[src/rtl/synth_reset_sequencer.sv]
// rtl/synth_reset_sequencer.sv - staged startup/reset sequencer with debounced soft reset
// Optional macro SYNTH_SOFT_RESEQ_EN: a soft press restarts and replays the whole sequence.
module synth_reset_sequencer #(
  parameter int N_STAGES   = 3,
  parameter int CNT_WIDTH  = 11,
  parameter int STAGE_STEP = 4,
  parameter int INIT_LEN   = 12,
  parameter int PULSE_AT   = 200,
  parameter int PULSE_LEN  = 1,
  parameter int CNT_MAX    = 500,
  parameter int DEB_LEN    = 4
) (
  input  logic                 sysclk,
  input  logic                 reset1,
  input  logic                 soft_rst_n_in,
  output logic [N_STAGES-1:0]  rst_n_out,
  output logic                 sys_rst_n,
  output logic                 init_active,
  output logic                 soft_active,
  output logic                 seq_done,
  output logic [CNT_WIDTH-1:0] cnt_out
);

  typedef enum logic [1:0] {RAMP, PULSE, RUN} state_t;

  localparam int DEB_W = $clog2(DEB_LEN + 1);
  localparam logic [CNT_WIDTH-1:0] PULSE_START = CNT_WIDTH'(PULSE_AT);
  localparam logic [CNT_WIDTH-1:0] PULSE_END   = CNT_WIDTH'(PULSE_AT + PULSE_LEN);
  localparam logic [CNT_WIDTH-1:0] CNT_LIMIT   = CNT_WIDTH'(CNT_MAX);
  localparam logic [CNT_WIDTH-1:0] INIT_END    = CNT_WIDTH'(INIT_LEN);
  localparam logic [DEB_W-1:0]     DEB_LAST    = DEB_W'(DEB_LEN - 1);

  if (N_STAGES < 1 || N_STAGES > 8) begin : g_bad_stages
    $error("N_STAGES must be 1..8");
  end
  if (N_STAGES * STAGE_STEP >= PULSE_AT) begin : g_bad_step
    $error("N_STAGES*STAGE_STEP must be below PULSE_AT");
  end
  if (PULSE_AT + PULSE_LEN > CNT_MAX) begin : g_bad_pulse
    $error("PULSE_AT+PULSE_LEN must not exceed CNT_MAX");
  end
  if (CNT_MAX >= 2 ** CNT_WIDTH || PULSE_LEN < 1 || DEB_LEN < 1) begin : g_bad_width
    $error("CNT_MAX must fit CNT_WIDTH; PULSE_LEN and DEB_LEN must be >= 1");
  end

  logic [1:0]           rst_sync;
  logic                 rst_n;
  logic [1:0]           soft_sync;
  logic [DEB_W-1:0]     deb_cnt;
  logic                 pressed;
  logic                 soft_next;
  state_t               state, state_next;
  logic [CNT_WIDTH-1:0] cnt_next;
  logic [N_STAGES-1:0]  rst_next;
  logic                 sys_next, init_next, done_next;

  // Assert immediately with reset1, release two sysclk edges later.
  always_ff @(posedge sysclk or negedge reset1) begin
    if (!reset1) rst_sync <= 2'b00;
    else         rst_sync <= {rst_sync[0], 1'b1};
  end
  assign rst_n = rst_sync[1];

  assign pressed = ~soft_sync[1];

  always_ff @(posedge sysclk or negedge rst_n) begin
    if (!rst_n) begin
      soft_sync <= 2'b11;
      deb_cnt   <= '0;
    end else begin
      soft_sync <= {soft_sync[0], soft_rst_n_in};
      if (pressed == soft_active || deb_cnt == DEB_LAST) deb_cnt <= '0;
      else                                               deb_cnt <= deb_cnt + 1'b1;
    end
  end

  assign soft_next = (pressed != soft_active && deb_cnt == DEB_LAST) ? pressed : soft_active;

  always_ff @(posedge sysclk or negedge rst_n) begin
    if (!rst_n) begin
      state       <= RAMP;
      cnt_out     <= '0;
      rst_n_out   <= '0;
      sys_rst_n   <= 1'b0;
      init_active <= 1'b1;
      soft_active <= 1'b0;
      seq_done    <= 1'b0;
    end else begin
      state       <= state_next;
      cnt_out     <= cnt_next;
      rst_n_out   <= rst_next;
      sys_rst_n   <= sys_next;
      init_active <= init_next;
      soft_active <= soft_next;
      seq_done    <= done_next;
    end
  end

  always_comb begin
    cnt_next   = (cnt_out == CNT_LIMIT) ? cnt_out : cnt_out + 1'b1;
    state_next = state;
    case (state)
      RAMP:    if (cnt_next == PULSE_START) state_next = PULSE;
      PULSE:   if (cnt_next == PULSE_END)   state_next = RUN;
      default: state_next = RUN;
    endcase
`ifdef SYNTH_SOFT_RESEQ_EN
    if (soft_active) begin
      cnt_next   = '0;
      state_next = RAMP;
    end
`endif
  end

  // Decode from the next-state counter so registered outputs always match cnt_out.
  always_comb begin
    rst_next = '0;
    for (int k = 0; k < N_STAGES; k++) begin
      rst_next[k] = int'(cnt_next) >= (k + 1) * STAGE_STEP;
    end
    sys_next  = !(state_next == PULSE || soft_next);
    init_next = cnt_next < INIT_END;
    done_next = cnt_next == CNT_LIMIT;
  end

endmodule

[config.mk]
export PLATFORM = sky130hd
export DESIGN_NAME = synth_reset_sequencer
export DESIGN_NICKNAME = d
export VERILOG_FILES = /design/src/rtl/synth_reset_sequencer.sv
export SDC_FILE = /design/constraint.sdc
export NUM_CORES = 1
export LEC_CHECK = 0
export ABC_AREA = 0
export BUFFER_PORTS_ARGS = -buffer_cell sky130_fd_sc_hd__buf_4
export CAP_MARGIN = 20
export CORE_UTILIZATION = 48
export CTS_BUF_LIST = sky130_fd_sc_hd__clkbuf_16
export DETAILED_ROUTE_END_ITERATION = 7
export PLACE_DENSITY = 0.69
export SYNTH_ARGS = -nofsm -noshare
export SYNTH_HDL_FRONTEND = slang
export SYNTH_SLANG_ARGS = --single-unit
[constraint.sdc]
create_clock -name sysclk -period 1.1 [get_ports sysclk]
set_input_delay 0.055 -clock sysclk [delete_from_list [all_inputs] [get_ports sysclk]]
set_output_delay 0.055 -clock sysclk [all_outputs]
set_load 0.01 [all_outputs]
==> results_dict.tcl <==
set metrics [dict create \
    status "finished, violations left" \
    violations "negative setup slack" \
    layout_min_cycle_time_ns 2.01 \
    path_cells "inv_2 -> ha_4 -> nand4_4 -> nor4_4 -> xnor2_2 -> or4_4 -> nor4b_4" \
    routed-via-count 1143 \
    leakagePower_nw 0.976 \
    rows 18 \
    synth_enable_flop_cells 0 \
    drt-met1-wl_mm 1.68 \
    syn_area_um2 1270 \
    dieHeight_um 53.5 \
    cellPowerDensity_nw_per_um2 1080 \
    start_kind "flop" \
    overflow 0 \
    synth_most_common_cell "dfrtp_1" \
    end_kind "flop" \
    drt_first_pass_iters 4 \
    synth.distinct_cells 39 \
    routedWlPerCell_um 19.0 \
    nets 189 \
    place.port_buffers 20 \
    setup_viol 18 \
    drive_above_1_share_pct 72.4 \
    dieArea_um2 2860 \
    cp_top_family "simple AND/OR/NAND/NOR gates" \
    track_usage_pct 25.8 \
    design_area_um2 2240 \
    clk_path_buf_depth 2 \
    wirelength_mm 4.01 \
    grt_pass1_vias 1038 \
    grt_pass1_wl_mm 5.13 \
    die_w_um 53.5 \
    critical_path_class "reg2reg" \
    coreArea_um2 2500 \
    netlist_instances 113 \
    routed.top_layer "met4" \
    synthArstFlopShare_pct 100 \
    clk_pin_slew_worst_paths_ns 0.07 \
    numCtsBuffers 3 \
    ios 21 \
    seq_area_frac_synth_pct 53.4 \
    skew_ns 0.00413 \
    antennaDiodeCount 0 \
    place_hpwl_mm 2.04 \
    yosys-top-cells-count "dfrtp_1 (24), inv_1 (8), nand2_1 (7)" \
    ys_seq_elements 27 \
    fin_hold_ws_ns 0.106 \
    cp.required_ns 1.27 \
    critPathMaxFanout 5 \
    grt_max_degree 19 \
    insertion_delay_ns 0.27 \
    post-route-period-util_pct 183 \
    ys_top_cells_by_area "dfrtp_1 (47%), dfstp_2 (6.2%), xnor2_1 (4.1%)" \
    synth.net_count 120 \
    synth_top_area_share_pct 47.2 \
    route.detailed.drc 0 \
    drv_slew 0 \
    antenna_found_initial 0 \
    viasPerCell 5.42 \
    rsz0062_at_grt "yes" \
    yosys_warnings 0 \
    seqCellArea_um2 688 \
    htree_levels 1 \
    cp.arrival_ns 2.19 \
    start_util_pct 50.9 \
    drt-initial-drc-count 34 \
    multi_input_comb_area_um2 827 \
    postLayoutCoreUtil_pct 89.6 \
    ys.flop_type "dfrtp_1" \
    fin_total_pwr_mw 2.41 \
    finalHoldViolations 0 \
    avgSynthCellArea_um2 11.2 \
    syn_to_final_growth_pct 76.3 \
    wl_met2_mm 2.05 \
    cts-root-buf "clkbuf_16" \
    yosysTopAreaCell "dfrtp_1" \
    cts_tree "built" \
    max_freq_mhz 497 \
    numClockSinks 27 \
    slowest_stage "dfrtp_2" \
    peakVddDrop_v 0.00146 \
    num-fill-cells 102 \
    ant_nets 0 \
    hold_path.class "in2async" \
    crit_buf_inv 1 \
    setup_ws_ns -0.911 \
    critPathMaxStageDelay_ns 0.46 \
    drv_cap 0 \
    placed_area_um2 1760 \
    wl_met3_um 173 \
    tns_ns -9.30 \
    routabilityCongestion 0.832 \
]
## routing by layer
| metal | GRT usage (%) | vias up |
|---|---|---|
| li1 | - | 516 |
| met3 | 2.59 | 10 |
| met2 | 41.7 | 39 |
| met4 | 9.65 | 0 |
| met5 | 0 | - |
| met1 | 35.1 | 578 |
## per-stage QoR
step                      setup WS [ns]  std cells
after floorplan                  -0.787        113
after global placement           -0.782        193
after detailed placement         -0.815        193
after CTS                        -0.778        203
after global routing             -0.967        211
final                            -0.911        211
## cell type report
type	instances	area share, %
timing repair buffer	68	25.7
multi-input combinational	74	36.9
tap	30	1.68
inverter	8	1.34
clock buffer	3	3.35
sequential	27	30.7
clock inverter	1	0.335
## flip-flops by register name, indices dropped and copies added, names as in the netlist
register,cells
seq_done,1
rst_n_out,3
rst_sync,2
soft_sync,2
state,2
sys_rst_n,1
soft_active,1
init_active,1
deb_cnt,3
cnt_out,11
## cells in the final DEF, fill, tap and decap left out, types with 4 or more instances in the layout
master   count
xnor2_1      4
inv_1        4
buf_6       16
buf_4       50
nand2_1      6
dfrtp_2      7
xor2_2       4
dfrtp_1     17
inv_2        4
## report_power, final
group	switching [mW]	internal (mW)	total (mW)
Combinational	0.221	0.223	0.444
Sequential	0.0493	1.08	1.13
Clock	0.347	0.495	0.842
## cells by family after synthesis
kind of cell             synth area share, %
AND/OR/NAND/NOR                         21.1
flip-flops                              53.4
AO/OA/AOI/OAI                           6.50
XOR/XNOR                                8.27
buffers and inverters                   4.92
adder cells (fa/ha/maj)                 3.94
multiplexers                            1.57
other                                  0.295
## timing repair
item / CTS / global route
setup buffers: 5 / 10
endpoints found under the hold margin: 3 / 0
hold buffers: 2 / 0
resized for setup: 36 / 26
setup endpoints to repair: 23 / 24
pin swaps: 12 / 9
## path summary, 6_finish.rpt
kind | from | endpoint | slack (ns) | cells past startpoint
min reg2reg | rst_sync[1]$_DFF_PN0_ | cnt_out[1]$_DFF_PN0_ | 0.22 | 1
max reg2reg | cnt_out[0]$_DFF_PN0_ | seq_done$_DFF_PN0_ | -0.91 | 7
max in group asynchronous | rst_sync[1]$_DFF_PN0_ | init_active$_DFF_PN1_ | 0.54 | 1
max | cnt_out[0]$_DFF_PN0_ | seq_done$_DFF_PN0_ | -0.91 | 7
min in group sysclk | rst_sync[0]$_DFF_PN0_ | rst_sync[1]$_DFF_PN0_ | 0.35 | 0
min | reset1 | rst_sync[0]$_DFF_PN0_ | 0.11 | 2
Power figures use the tool's default switching activity.
